File: config.mk
export PLATFORM = sky130hd
export DESIGN_NAME = wb_stage_flat
export DESIGN_NICKNAME = d
export VERILOG_FILES = /design/src/rtl/wb_stage_pkg.sv /design/src/rtl/wb_stage_if.sv /design/src/rtl/wb_stage_mem_wb_reg.sv /design/src/rtl/wb_stage.sv /design/src/flat_wrapper.sv
export SDC_FILE = /design/constraint.sdc
export NUM_CORES = 1
export LEC_CHECK = 0
export BUFFER_PORTS_ARGS = -buffer_cell sky130_fd_sc_hd__buf_2
export CAP_MARGIN = 0
export CORE_ASPECT_RATIO = 1.75
export CORE_MARGIN = 2
export CORE_UTILIZATION = 45
export CTS_CLUSTER_DIAMETER = 50
export CTS_CLUSTER_SIZE = 14
export DETAILED_ROUTE_END_ITERATION = 10
export GPL_TIMING_DRIVEN = 0
export PLACE_DENSITY = 0.77
export REMOVE_ABC_BUFFERS = 1
export SYNTH_ARGS = -nofsm -noshare
export SYNTH_HDL_FRONTEND = slang
export SYNTH_SLANG_ARGS = --single-unit
export TNS_END_PERCENT = 30
File: constraint.sdc
create_clock -name clk -period 4 [get_ports clk]
set_input_delay 0.6 -clock clk [delete_from_list [all_inputs] [get_ports clk]]
set_output_delay 0.6 -clock clk [all_outputs]
set_load 0.02 [all_outputs]
File: src/rtl/wb_stage_pkg.sv
// Shared definitions for the writeback stage: widths, FSM state encoding and
// the register-zero address.
package mips_pkg;

  localparam int DATA_W = 32;
  localparam int REG_AW = 5;

  typedef enum logic [1:0] {
    IDLE     = 2'd0,
    WAIT_MEM = 2'd1,
    WRITE    = 2'd2
  } wb_state_t;

  localparam logic [REG_AW-1:0] REG_ZERO = 5'd0;

  // State entered when an instruction is accepted.
  function automatic wb_state_t accept_target(input logic r_en);
    return r_en ? WAIT_MEM : WRITE;
  endfunction

endpackage

File: src/rtl/wb_stage_if.sv
// MEM->WB handshake plus the register-file write port and retire/debug outputs.
// master = MEM stage / consumers side, slave = wb_stage.
interface wb_stage_if
  import mips_pkg::*;
#(
  parameter int DW = DATA_W,
  parameter int AW = REG_AW
);
  logic          MEM_valid;
  logic          MEM_ready;
  logic          MEM_WB_EN;
  logic          MEM_R_EN;
  logic [AW-1:0] MEM_Dest;
  logic [DW-1:0] ALU_Result;
  logic [DW-1:0] Mem_Data;
  logic          Mem_Data_Valid;
  logic          WB_Write_Enable;
  logic [AW-1:0] WB_Dest;
  logic [DW-1:0] WB_Data;
  logic          WB_Busy;
  logic          Retired;
  logic [31:0]   Retire_Count;

  modport master (
    output MEM_valid, MEM_WB_EN, MEM_R_EN, MEM_Dest, ALU_Result,
           Mem_Data, Mem_Data_Valid,
    input  MEM_ready, WB_Write_Enable, WB_Dest, WB_Data, WB_Busy,
           Retired, Retire_Count
  );

  modport slave (
    input  MEM_valid, MEM_WB_EN, MEM_R_EN, MEM_Dest, ALU_Result,
           Mem_Data, Mem_Data_Valid,
    output MEM_ready, WB_Write_Enable, WB_Dest, WB_Data, WB_Busy,
           Retired, Retire_Count
  );
endinterface

File: src/rtl/wb_stage_mem_wb_reg.sv
// Capture register for the retiring instruction. The data field can be
// overwritten on its own when load data comes back from memory.
module mem_wb_reg
  import mips_pkg::*;
(
  input  logic              clk,
  input  logic              rst,
  input  logic              load,
  input  logic              wb_en_d,
  input  logic              r_en_d,
  input  logic [REG_AW-1:0] dest_d,
  input  logic [DATA_W-1:0] data_d,
  input  logic              data_load,
  input  logic [DATA_W-1:0] mem_data,
  output logic              wb_en_q,
  output logic              r_en_q,
  output logic [REG_AW-1:0] dest_q,
  output logic [DATA_W-1:0] data_q
);

  always_ff @(posedge clk or posedge rst) begin
    if (rst) begin
      wb_en_q <= 1'b0;
      r_en_q  <= 1'b0;
      dest_q  <= '0;
    end else if (load) begin
      wb_en_q <= wb_en_d;
      r_en_q  <= r_en_d;
      dest_q  <= dest_d;
    end
  end

  // A new instruction always wins over a memory return.
  always_ff @(posedge clk or posedge rst) begin
    if (rst) begin
      data_q <= '0;
    end else if (load) begin
      data_q <= data_d;
    end else if (data_load) begin
      data_q <= mem_data;
    end
  end

endmodule

File: src/rtl/wb_stage.sv
// Writeback stage: accepts one instruction at a time, waits for load data,
// drives the register-file write port and counts retirements.
//
//   state    | meaning
//   IDLE     | nothing held, ready for an instruction
//   WAIT_MEM | load held, waiting for Mem_Data_Valid
//   WRITE    | held instruction retires this cycle; may accept the next one
module wb_stage
  import mips_pkg::*;
(
  input  logic       clk,
  input  logic       rst,
  wb_stage_if.slave  bus
);

  wb_state_t         state_q, state_d;
  logic              accept;
  logic              data_load;
  logic              wb_en_q, r_en_q;
  logic [REG_AW-1:0] dest_q;
  logic [DATA_W-1:0] data_q;
  logic [31:0]       retire_count_q;

  assign bus.MEM_ready = (state_q != WAIT_MEM);
  assign accept        = bus.MEM_valid & bus.MEM_ready;
  assign data_load     = (state_q == WAIT_MEM) & r_en_q & bus.Mem_Data_Valid;

  always_ff @(posedge clk or posedge rst) begin
    if (rst) state_q <= IDLE;
    else     state_q <= state_d;
  end

  always_comb begin
    state_d = state_q;
    case (state_q)
      IDLE: begin
        if (accept) state_d = accept_target(bus.MEM_R_EN);
      end
      WAIT_MEM: begin
        if (data_load) state_d = WRITE;
      end
      WRITE: begin
        if (accept) state_d = accept_target(bus.MEM_R_EN);
        else        state_d = IDLE;
      end
      default: state_d = IDLE;
    endcase
  end

  mem_wb_reg u_mem_wb_reg (
    .clk       (clk),
    .rst       (rst),
    .load      (accept),
    .wb_en_d   (bus.MEM_WB_EN),
    .r_en_d    (bus.MEM_R_EN),
    .dest_d    (bus.MEM_Dest),
    .data_d    (bus.ALU_Result),
    .data_load (data_load),
    .mem_data  (bus.Mem_Data),
    .wb_en_q   (wb_en_q),
    .r_en_q    (r_en_q),
    .dest_q    (dest_q),
    .data_q    (data_q)
  );

  // Counted on entry to WRITE so the count already includes the instruction
  // retiring in the current cycle.
  always_ff @(posedge clk or posedge rst) begin
    if (rst)                  retire_count_q <= '0;
    else if (state_d == WRITE) retire_count_q <= retire_count_q + 32'd1;
  end

  assign bus.WB_Write_Enable = (state_q == WRITE) & wb_en_q & (dest_q != REG_ZERO);
  assign bus.WB_Dest         = dest_q;
  assign bus.WB_Data         = data_q;
  assign bus.WB_Busy         = (state_q != IDLE);
  assign bus.Retired         = (state_q == WRITE);
  assign bus.Retire_Count    = retire_count_q;

endmodule

File: src/flat_wrapper.sv
// flat-port wrapper written by rule: the top's interface ports become plain ports
module wb_stage_flat import mips_pkg::*;
  (clk, rst, bus_MEM_valid, bus_MEM_WB_EN, bus_MEM_R_EN, bus_MEM_Dest, bus_ALU_Result, bus_Mem_Data, bus_Mem_Data_Valid, bus_MEM_ready, bus_WB_Write_Enable, bus_WB_Dest, bus_WB_Data, bus_WB_Busy, bus_Retired, bus_Retire_Count);
  wb_stage_if bus_i ();
  input  logic clk;
  input  logic rst;
  input wire logic [$bits(bus_i.MEM_valid)-1:0] bus_MEM_valid;
  input wire logic [$bits(bus_i.MEM_WB_EN)-1:0] bus_MEM_WB_EN;
  input wire logic [$bits(bus_i.MEM_R_EN)-1:0] bus_MEM_R_EN;
  input wire logic [$bits(bus_i.MEM_Dest)-1:0] bus_MEM_Dest;
  input wire logic [$bits(bus_i.ALU_Result)-1:0] bus_ALU_Result;
  input wire logic [$bits(bus_i.Mem_Data)-1:0] bus_Mem_Data;
  input wire logic [$bits(bus_i.Mem_Data_Valid)-1:0] bus_Mem_Data_Valid;
  output wire logic [$bits(bus_i.MEM_ready)-1:0] bus_MEM_ready;
  output wire logic [$bits(bus_i.WB_Write_Enable)-1:0] bus_WB_Write_Enable;
  output wire logic [$bits(bus_i.WB_Dest)-1:0] bus_WB_Dest;
  output wire logic [$bits(bus_i.WB_Data)-1:0] bus_WB_Data;
  output wire logic [$bits(bus_i.WB_Busy)-1:0] bus_WB_Busy;
  output wire logic [$bits(bus_i.Retired)-1:0] bus_Retired;
  output wire logic [$bits(bus_i.Retire_Count)-1:0] bus_Retire_Count;
  assign bus_i.MEM_valid = bus_MEM_valid;
  assign bus_i.MEM_WB_EN = bus_MEM_WB_EN;
  assign bus_i.MEM_R_EN = bus_MEM_R_EN;
  assign bus_i.MEM_Dest = bus_MEM_Dest;
  assign bus_i.ALU_Result = bus_ALU_Result;
  assign bus_i.Mem_Data = bus_Mem_Data;
  assign bus_i.Mem_Data_Valid = bus_Mem_Data_Valid;
  assign bus_MEM_ready = bus_i.MEM_ready;
  assign bus_WB_Write_Enable = bus_i.WB_Write_Enable;
  assign bus_WB_Dest = bus_i.WB_Dest;
  assign bus_WB_Data = bus_i.WB_Data;
  assign bus_WB_Busy = bus_i.WB_Busy;
  assign bus_Retired = bus_i.Retired;
  assign bus_Retire_Count = bus_i.Retire_Count;
  wb_stage u_core (.clk(clk), .rst(rst), .bus(bus_i));
endmodule
* Word level (Yosys, flattened, before mapping)
Cells that the tools add are included.
** Operators by class
- Add/sub/neg operators :: 1
- Equal/unequal tests :: 4
- Muxes and demuxes :: 7
- Bitwise gates (word level) :: 5
- Reduce and logical (&&, ||, !) cells :: 4
** Operator list (count)
- two-way mux 32 bit :: 2
- adder 32 x 1 -> 32 bit, second input constant :: 1
- two-way mux 2 bit :: 4
- case mux 2 bit (3 select lines) :: 1
- bitwise AND 1 bit :: 5
- nonzero test 5 bit :: 1
- == test 2 bit, second input constant :: 2
- nonzero test 2 bit :: 2
- == test 2 x 1 -> 1 bit, second input constant :: 1
- logical NOT 2 bit :: 1
- inequality test 2 x 1 -> 1 bit, second input constant :: 1
** Storage, ports and cells
- Register bits :: 73
- Input bits :: 75
- Output and inout bits :: 73
- Logic and storage cells :: 27

* Depth between registers and ports, before layout
Gate-level depths: netlist of the first run.
- Depth in word-level cells :: 6
- Mapped depth :: 6
- Depth with buffers taken out :: 5

* By module
Synthesis of the first run repeated with hierarchy kept, for this count alone.
** Unflattened totals
- Cell total of the unflattened synthesis :: 294
- Area total of the unflattened synthesis :: 3369.5 µm²
** Modules (own cells, without submodules)
- mem_wb_reg :: times used 1, cells each 155, area an instance 1808.0 µm², seq. area each 975.9 µm²
- wb_stage :: times used 1, cells each 139, area an instance 1561.5 µm², seq. area each 850.8 µm²

* Worst setup path before layout of the first run
Ideal clock, no wire load.
- Path type :: reg-to-output
- From :: register u_core.state_q[0]
- To :: output bus_WB_Write_Enable
- Data arrival time :: 1.239 ns
- Required time :: 3.400 ns
- Setup slack :: 2.161 ns
- Cell stages (with the launch flop) :: 4
- Buffers on the path :: 0
- Cell sequence :: dfrtp_1 > nor2b_1 > nand2_1 > a21oi_1
** On the way
- Word-level cells in the longest chain between the ends :: 3
** RTL lines
- start, declared :: line wb_stage.sv:16 : wb_state_t state_q, state_d;
- start signal, assigned :: line wb_stage.sv:30 : else state_q <= state_d;
- == test 2 bit
- via bus_Retired :: line flat_wrapper.sv:19 : output wire logic [$bits(bus_i.Retired)-1:0] bus_Retired;
- bitwise AND 1 bit (2 in series) :: line wb_stage.sv:73 : assign bus.WB_Write_Enable = (state_q == WRITE) & wb_en_q & (dest_q != REG_ZERO);
- end, declared :: line flat_wrapper.sv:15 : output wire logic [$bits(bus_i.WB_Write_Enable)-1:0] bus_WB_Write_Enable;
The timed path passes the listed nets, and every way through them passes these cells.

* Worst setup path after layout of the first run
- From :: register u_core.state_q[0]
- To :: register u_core.u_mem_wb_reg.data_q[18]
** On the way
- Word-level cells in the longest chain between the ends :: 4
- Elaborated cells between the ends (all ways) :: 7
- Classes of those cells :: eq/ne: 2; mux: 1; bitwise: 3; reduce/logical: 1
** RTL lines
- == test 2 x 1 -> 1 bit :: line wb_stage.sv:26 : assign data_load = (state_q == WAIT_MEM) & r_en_q & bus.Mem_Data_Valid;
- bitwise AND 1 bit (2 in series) :: line wb_stage.sv:26
- nonzero test 2 bit (no line)
- end signal, assigned :: line wb_stage_mem_wb_reg.sv:38 : data_q <= data_d;
- end signal, assigned :: line wb_stage_mem_wb_reg.sv:40 : data_q <= mem_data;
- end, declared :: line wb_stage_mem_wb_reg.sv:18 : output logic [DATA_W-1:0] data_q
Parallel ways exist; a longest one is shown, timed or not.
A chain may end at the register's enable or synchronous reset.

==> results.py, run 1 <==
metrics = {
    "pwr": {
        "pwr-share-clk": 0.269,
        "power_density_nw_per_um2": 617,
        "p_int_uw": 1720,
        "ir_worst_vdd_mv": 0.210,
        "p_sw_frac": 0.359,
        "power_uw": 2690,
        "cellLeakagePower_uw": 0.00232,
        "power_switching_uw": 963,
        "comb_power_share": 0.334,
        "p_seq_frac": 0.396,
    },
    "sta": {
        "relSlewSlack": 0.137,
        "finalSetupTns_ns": 0,
        "fmax_mhz": 456,
        "fin_crit_sh": 0.548,
        "finClkSkew_ns": 0.00416,
        "min_period_ns": 2.19,
        "setup_viol": 0,
        "hold_viol": 0,
        "rsz0062_at_grt": "false",
        "worst_slew_pin_slew_ns": 1.29,
        "slew_viol_final": 0,
    },
    "place": {
        "dp_cells": 523,
        "dp_hpwl_um": 6000,
        "io_buffers": 147,
        "routabilityCongestion": 0.798,
    },
    "worst_setup_path": {
        "start_kind": "flop",
        "critPathKind": "reg2reg",
        "critPathMaxFanout": 39,
        "cp_top_family": "simple AND/OR/NAND/NOR gates",
        "cpPeakStageDelay_ns": 0.96,
        "path_cells": "nand2b_1, nand2_1, o22ai_1, a21oi_1",
        "required_ns": 4.24,
        "crit_buf_inv": 0,
        "cp.arrival_ns": 2.43,
        "critPathSlowestCell": "nand2_1",
        "end_kind": "flop",
    },
    "flow_run": {
        "maxCapViolCount": 0,
    },
    "clock_tree": {
        "cts_max_path_buffers": 2,
        "post_cts_buffers": 0,
        "h-tree-depth": 3,
        "clkLatencyLatePin_ns": 0.33,
        "path_clk_slew_ns": 0.05,
        "clockRootBuffer": "clkbuf_16",
        "cts_resized": 0,
        "cts_inserted_buffers": 9,
        "clock_sinks": 73,
        "cts_tree": "yes",
        "cts_hold_buf": 0,
    },
    "floorplanning": {
        "fp.dieH_um": 116,
        "die_area_um2": 7930,
        "die_w_um": 68.2,
        "initial_core_util": 0.458,
        "core_um2": 7080,
        "ioPinCount": 148,
        "rows": 41,
    },
    "global_routing": {
        "antenna_found_initial": 0,
        "grt_overflow": 0,
        "grt_max_degree": 74,
        "grt_pass1_wl_um": 12000,
        "grt_pass1_vias": 2539,
        "grt_use_total": 0.203,
    },
    "yosys": {
        "synthTopCellsByArea": "dfrtp_1, o22ai_1, a21oi_1",
        "synth-edff-count": 0,
        "synth-seq-cells": 73,
        "ys_warn_count": 0,
        "yosys.area.top_type": "dfrtp_1",
        "netlist_top_cells_count": "dfrtp_1, a21oi_1, inv_1",
        "synth_area_um2": 3250,
        "ys_types": 36,
        "avgSynthCellArea_um2": 10.7,
        "ys.flop_type": "dfrtp_1",
        "synthDominantCellAreaShare": 0.563,
        "syn_inst": 302,
        "yosysMostFrequentCell": "dfrtp_1",
        "async_flop_share": 1.00,
        "ys_seq_area_frac": 0.563,
    },
    "cells_and_area": {
        "insertedDiodeCount": 0,
        "syn2layout_area_growth_pct": 34.1,
        "nets": 525,
        "fin_util": 0.615,
        "drive_gt1_frac": 0.399,
        "stdcell_count": 537,
    },
    "detailed_routing": {
        "drt_iter0_drc": 157,
        "num_vias": 2796,
        "routed_wl_um": 8080,
        "ant_nets": 0,
        "dr.pass1.iters": 4,
        "vias_per_cell": 5.21,
        "drc": 0,
        "wl_per_cell_um": 15.0,
    },
    "hold_path": {
        "hp-class": "in2async",
    },
    "status": {
        "outcome": "complete, no violations",
    },
}
==> worst register-to-register path: cells and delay by family, from the launching register on <==
| kind | cells | cell delay (ns) |
|---|---|---|
| compound gates | 2 | 0.51 |
| simple gates | 2 | 1.13 |
| flops | 1 | 0.47 |
==> routing by layer <==
layer / routed length (um) / track usage / vias to the layer above
met1: 2990 / 0.219 / 1306
met5: 0 / 0 / -
met3: 800 / 0.0578 / 11
li1: - / - / 1352
met4: 124 / 0.0920 / 0
met2: 4170 / 0.357 / 127
==> area by class of cell <==
class | count | area, um2
fillers | 586 | 2730
repair buffers | 149 | 778
well taps | 86 | 108
clock buffers | 13 | 270
multi-input cells | 181 | 1240
inverters | 35 | 134
flip-flops and latches | 73 | 1830
==> path summary, 6_finish.rpt <==
kind | from | endpoint | slack, ns | cells after the start
worst max-delay path | u_core.state_q[0]$_DFF_PP0_ | u_core.u_mem_wb_reg.data_q[18]$_DFFE_PP0P_ | 1.81 | 4
max in group asynchronous | rst | u_core.u_mem_wb_reg.data_q[28]$_DFFE_PP0P_ | 2.98 | 2
worst max register to register | u_core.state_q[0]$_DFF_PP0_ | u_core.u_mem_wb_reg.data_q[18]$_DFFE_PP0P_ | 1.81 | 4
worst min register to register | u_core.bus.Retire_Count[31]$_DFFE_PP0N_ | u_core.bus.Retire_Count[31]$_DFFE_PP0N_ | 0.47 | 1
worst min-delay path | rst | u_core.u_mem_wb_reg.dest_q[0]$_DFFE_PP0N_ | 0.45 | 2
min in group clk | u_core.bus.Retire_Count[31]$_DFFE_PP0N_ | u_core.bus.Retire_Count[31]$_DFFE_PP0N_ | 0.47 | 1
==> power by group through the flow <==
stage	logic, uW	registers [uW]	clock network [uW]
floorplan	321	1300	0
global placement	866	1070	0
detailed placement	905	1070	0
CTS	906	1060	740
global route	984	1090	776
finish	898	1060	723
==> state kept, by name, summed over array words and instances, names as in the netlist <==
name and flops:
u_core.u_mem_wb_reg.dest_q 5, u_core.bus.Retire_Count 32, u_core.u_mem_wb_reg.r_en_q 1, u_core.state_q 2
u_core.u_mem_wb_reg.wb_en_q 1, u_core.u_mem_wb_reg.data_q 32
==> cells by family (layout without fill, tap and decap cells) <==
| group | count (synthesis) | after routing | share of synthesized area |
|---|---|---|---|
| compound gates | 74 | 74 | 0.141 |
| flops | 73 | 73 | 0.563 |
| simple gates | 67 | 67 | 0.124 |
| buf+inv | 48 | 197 | 0.0574 |
| xor+xnor | 31 | 31 | 0.0837 |
| mux | 8 | 8 | 0.0278 |
| fa+ha+maj | 1 | 1 | 0.00385 |
==> stage by stage <==
stage          cell area, um2  hold slack, ns  setup WS, ns
2_1_floorplan            3190           0.479          1.55
3_3_place_gp             4030           0.453         0.788
3_5_place_dp             4070           0.456          1.11
4_1_cts                  4340           0.467          1.32
5_1_grt                  4350           0.485          1.57
6_report                 4350           0.450          1.81
==> placed cells by master (no fill, tap or decap), types with 11 or more instances in the layout <==
cell type,synthesis,layout
xor2_1,17,17
nand2_1,13,13
o22ai_1,32,32
buf_2,2,147
inv_1,35,34
dfrtp_1,73,73
nor3_1,11,11
a21oi_1,36,35
xnor2_1,14,14
No activity file was read; power rests on OpenSTA's default activity.
==> run 2, diff against run 1 <==
Settings changed: CORE_UTILIZATION 45 to 42, PLACE_DENSITY 0.77 to 0.76.
Clock period 4 ns to 1.8 ns, I/O delays scaled along.
==> results.py, run 2 (same netlist as run 1, synthesis figures left out) <==
metrics = {
    "worst_setup_path": {
        "end_kind": "flop",
        "required_ns": 2.05,
        "critPathKind": "reg2reg",
        "critPathMaxFanout": 9,
        "reg2reg_depth": 4,
        "start_kind": "flop",
        "cp.arrival_ns": 1.96,
        "reg2reg_slack_ns": 0.08,
    },
    "pwr": {
        "comb_power_share": 0.323,
        "ir_worst_vdd_mv": 0.463,
        "power_uw": 6190,
        "cellLeakagePower_uw": 0.00234,
        "power_switching_uw": 2200,
        "p_sw_frac": 0.356,
        "p_int_uw": 3980,
        "p_seq_frac": 0.384,
        "power_density_nw_per_um2": 1380,
        "pwr-share-clk": 0.293,
    },
    "global_routing": {
        "grt_use_total": 0.200,
        "grt_max_degree": 74,
        "antenna_found_initial": 0,
        "grt_overflow": 0,
        "grt_pass1_wl_um": 13300,
        "grt_pass1_vias": 2682,
    },
    "sta": {
        "setup_viol": 0,
        "fmax_mhz": 583,
        "worst_slew_pin_slew_ns": 0.859,
        "finClkSkew_ns": 0.00666,
        "fin_crit_sh": 0.954,
        "relSlewSlack": 0.427,
        "finalSetupTns_ns": 0,
        "fin_ws_ns": 0.0837,
        "rsz0062_at_grt": "true",
        "slew_viol_final": 0,
        "hold_viol": 0,
        "min_period_ns": 1.72,
    },
    "status": {
        "outcome": "complete, no violations",
    },
    "detailed_routing": {
        "num_vias": 2824,
        "wl_per_cell_um": 15.6,
        "vias_per_cell": 5.19,
        "drt_iter0_drc": 142,
        "dr.pass1.iters": 4,
        "drc": 0,
        "routed_wl_um": 8470,
        "ant_nets": 0,
    },
    "clock_tree": {
        "cts_max_path_buffers": 2,
        "cts_hold_buf": 0,
        "cts_inserted_buffers": 9,
        "clockRootBuffer": "clkbuf_16",
        "h-tree-depth": 3,
        "clkLatencyLatePin_ns": 0.33,
        "path_clk_slew_ns": 0.06,
        "clock_sinks": 73,
        "cts_tree": "yes",
    },
    "floorplanning": {
        "core_um2": 7510,
        "rows": 42,
        "fp.dieH_um": 120,
        "die_area_um2": 8470,
        "ioPinCount": 148,
        "initial_core_util": 0.432,
        "die_w_um": 70.5,
    },
    "place": {
        "place_area_um2": 4060,
        "io_buffers": 147,
        "routabilityCongestion": 0.788,
        "dp_cells": 525,
        "place_ws_ns": -0.871,
        "dp_hpwl_um": 6090,
    },
    "cells_and_area": {
        "mostFrequentLayoutCells": "buf_2, dfrtp_1, a21oi_1",
        "drive_gt1_frac": 0.436,
        "mostFrequentLayoutCell": "buf_2",
        "nets": 527,
        "syn2layout_area_growth_pct": 37.6,
        "insertedDiodeCount": 0,
        "stdcell_count": 544,
        "fin_area_um2": 4470,
    },
    "hold_path": {
        "hp-class": "in2async",
    },
    "flow_run": {
        "maxCapViolCount": 0,
    },
}
[run 2: cell count changes in the layout (fill, tap and decap cells not counted), sizes merged]
cell | previous run | this run
buf | 149 | 150
clkbuf | 13 | 14
clkinv | 0 | 1
bufinv | 0 | 1
nand4b | 1 | 2
[run 2: through the flow]
stage	utilization	hold WS, ns
after floorplan	-	0.401
after global placement	0.537	0.454
after detailed placement	0.540	0.461
after CTS	0.588	0.169
after global routing	0.594	0.179
final	0.594	0.149
[run 2: final cells by class]
| class | count | area, um2 |
|---|---|---|
| Inverter | 35 | 134 |
| Sequential cell | 73 | 1830 |
| Timing Repair Buffer | 150 | 766 |
| Tap cell | 88 | 110 |
| Fill cell | 641 | 3050 |
| Clock buffer | 14 | 274 |
| Clock inverter | 2 | 35.0 |
| Multi-Input combinational cell | 182 | 1310 |
[run 2: worst max-delay path: stages (launching register included)]
cell	delay (ns)
dfrtp_2	0.47
nor3b_4	0.37
o2111ai_1	0.32
nor3_1	0.30
xor2_1	0.18
[run 2: final timing paths]
kind	start	to
max in group asynchronous	rst	u_core.bus.Retire_Count[16]$_DFFE_PP0N_
max reg2reg	u_core.state_q[0]$_DFF_PP0_	u_core.bus.Retire_Count[18]$_DFFE_PP0N_
min in group clk	bus_MEM_Dest[1]	u_core.u_mem_wb_reg.dest_q[1]$_DFFE_PP0N_
max	u_core.state_q[0]$_DFF_PP0_	u_core.bus.Retire_Count[18]$_DFFE_PP0N_
min	rst	u_core.u_mem_wb_reg.dest_q[1]$_DFFE_PP0N_
min reg2reg	u_core.bus.Retire_Count[31]$_DFFE_PP0N_	u_core.bus.Retire_Count[31]$_DFFE_PP0N_
[run 2: power groups by stage]
stage / Sequential [uW] / Clock, uW / Combinational, uW
floorplan: 2880 / 0 / 714
global route: 2440 / 1910 / 2170
CTS: 2370 / 1840 / 2020
finish: 2380 / 1810 / 2000
global placement: 2370 / 0 / 1920
detailed placement: 2390 / 0 / 1980
[run 2: repair_timing]
action	in CTS	in global routing
setup endpoints to repair	57	38
setup buffers	1	1
gates resized for setup	7	13
cloned	1	0
pin swaps	1	3
[run 2: per-layer routing]
metal  global-route usage  vias up  wire length, um
met1                0.236     1326             3410
met4               0.0709        0              142
li1                     -     1360                -
met2                0.353      125             4310
met5                    0        -                0
met3               0.0475       13              603
==> run 3, diff against run 2 <==
Settings changed: CORE_MARGIN 2 to 5, CORE_UTILIZATION 42 to 25, PLACE_DENSITY 0.76 to unset.
Clock period 1.8 ns to 2.2 ns, I/O delays scaled along.
==> results.py, run 3 (same netlist as run 1, synthesis figures left out) <==
metrics = {
    "floorplanning": {
        "rows": 55,
        "core_um2": 12900,
        "ioPinCount": 148,
        "initial_core_util": 0.252,
        "fp.dieH_um": 161,
        "die_area_um2": 15500,
        "die_w_um": 96.1,
    },
    "global_routing": {
        "grt_overflow": 0,
        "grt_pass1_wl_um": 13800,
        "grt_max_degree": 74,
        "antenna_found_initial": 3,
        "grt_pass1_vias": 2848,
        "grt_use_total": 0.114,
    },
    "clock_tree": {
        "cts_max_path_buffers": 2,
        "path_clk_slew_ns": 0.06,
        "clock_sinks": 73,
        "clockRootBuffer": "clkbuf_16",
        "clkLatencyLatePin_ns": 0.33,
        "h-tree-depth": 3,
        "cts_inserted_buffers": 9,
        "cts_tree": "yes",
    },
    "place": {
        "dp_hpwl_um": 6740,
        "routabilityCongestion": 0.766,
        "place_ws_ns": -0.0518,
        "io_buffers": 147,
    },
    "sta": {
        "min_period_ns": 1.92,
        "worst_slew_pin_slew_ns": 0.787,
        "fmax_mhz": 521,
        "setup_viol": 0,
        "relSlewSlack": 0.473,
        "slew_viol_final": 0,
        "finClkSkew_ns": 0.00541,
        "rsz0062_at_grt": "false",
        "hold_viol": 0,
        "holdWs_ns": 0.0871,
        "fin_crit_sh": 0.872,
        "fin_ws_ns": 0.282,
    },
    "pwr": {
        "cellLeakagePower_uw": 0.00233,
        "power_density_nw_per_um2": 1090,
        "ir_worst_vdd_mv": 0.361,
    },
    "status": {
        "outcome": "complete, no violations",
    },
    "worst_setup_path": {
        "end_kind": "flop",
        "critPathSlowestCell": "or4_1",
        "path_cells": "nand4_2, or4_1, nor3_1, xor2_1",
        "required_ns": 2.45,
        "critPathKind": "reg2reg",
        "critPathMaxFanout": 8,
        "cpPeakStageDelay_ns": 0.77,
        "rr_endpoint": "u_core.bus.Retire_Count[27]$_DFFE_PP0N_",
        "cp.arrival_ns": 2.17,
        "crit_path_start": "u_core.bus.Retire_Count[8]$_DFFE_PP0N_",
        "reg2reg_depth": 4,
        "reg2reg_slack_ns": 0.28,
        "endpoint": "u_core.bus.Retire_Count[27]$_DFFE_PP0N_",
        "r2r_start": "u_core.bus.Retire_Count[8]$_DFFE_PP0N_",
        "start_kind": "flop",
    },
    "detailed_routing": {
        "drc": 0,
        "dr.pass1.iters": 6,
        "routed_wl_um": 8970,
        "wl_per_cell_um": 14.3,
        "num_vias": 2796,
        "vias_per_cell": 4.46,
        "drt_iter0_drc": 90,
        "ant_nets": 0,
    },
    "flow_run": {
        "maxCapViolCount": 0,
    },
    "cells_and_area": {
        "drive_gt1_frac": 0.404,
        "syn2layout_area_growth_pct": 37.7,
        "nets": 527,
        "mostFrequentLayoutCell": "buf_2",
        "fin_util": 0.347,
        "insertedDiodeCount": 0,
        "mostFrequentLayoutCells": "buf_2, dfrtp_1, a21oi_1",
    },
    "hold_path": {
        "hp-class": "in2async",
    },
}
[run 3: cell types whose count changed in the layout (fill, tap and decap cells not counted), sizes merged]
| cell | change |
|---|---|
| clkinv | +3 |
| clkbuf | -2 |
| buf | +1 |
| bufinv | -1 |
| nand4b | -1 |
[run 3: worst min path at each step]
stage                                                           end  slack [ns]  depth (start not counted)
after global placement      u_core.bus.Retire_Count[31]$_DFFE_PP0N_        0.46                          1
after floorplan                         u_core.state_q[0]$_DFF_PP0_        0.46                          2
after detailed placement  u_core.u_mem_wb_reg.data_q[4]$_DFFE_PP0P_        0.44                          3
after CTS                 u_core.u_mem_wb_reg.data_q[1]$_DFFE_PP0P_        0.09                          3
after global routing      u_core.u_mem_wb_reg.data_q[1]$_DFFE_PP0P_        0.11                          3
final                     u_core.u_mem_wb_reg.data_q[1]$_DFFE_PP0P_        0.09                          3
[run 3: where the power goes]
part	switching [uW]	internal (uW)
Clock	530	756
Sequential	233	1700
Combinational	1040	591
[run 3: final cells by class]
type | instances | area (um2)
Fill cell | 1328 | 8400
Sequential cell | 73 | 1830
Multi-Input combinational cell | 181 | 1240
Timing Repair Buffer | 151 | 801
Clock buffer | 12 | 236
Tap cell | 171 | 214
Inverter | 35 | 134
Clock inverter | 4 | 20.0
[run 3: worst max-delay path, delay by kind of cell, from the launching register on]
kind | cells | cell delay (ns)
simple gates | 3 | 1.23
flops | 1 | 0.45
xor+xnor | 1 | 0.17
[run 3: per-stage QoR]
step	total power (uW)	std cells	cell area [um2]	TNS [ns]
finish	4850	627	4470	0
global placement	3540	607	4140	-93.17
floorplan	2940	289	3190	-1.05
CTS	4940	626	4460	0
global route	5190	627	4470	0
detailed placement	3620	610	4200	-0.336
[run 3: per-layer routing]
layer,GRT usage,vias to the layer above,part of all wire,wire [um]
met4,0.0460,6,0.019,168
li1,-,1354,-,-
met2,0.199,111,0.50,4530
met1,0.127,1305,0.39,3500
met5,0,-,0.0051,46
met3,0.0314,20,0.081,727
[run 3: timing repair]
action,4_1_cts,5_1_grt
buffers inserted,0,1
hold buffers,0,0
resized for setup,1,0
pin swaps,0,1
gates cloned,0,0
setup endpoints to repair,14,5
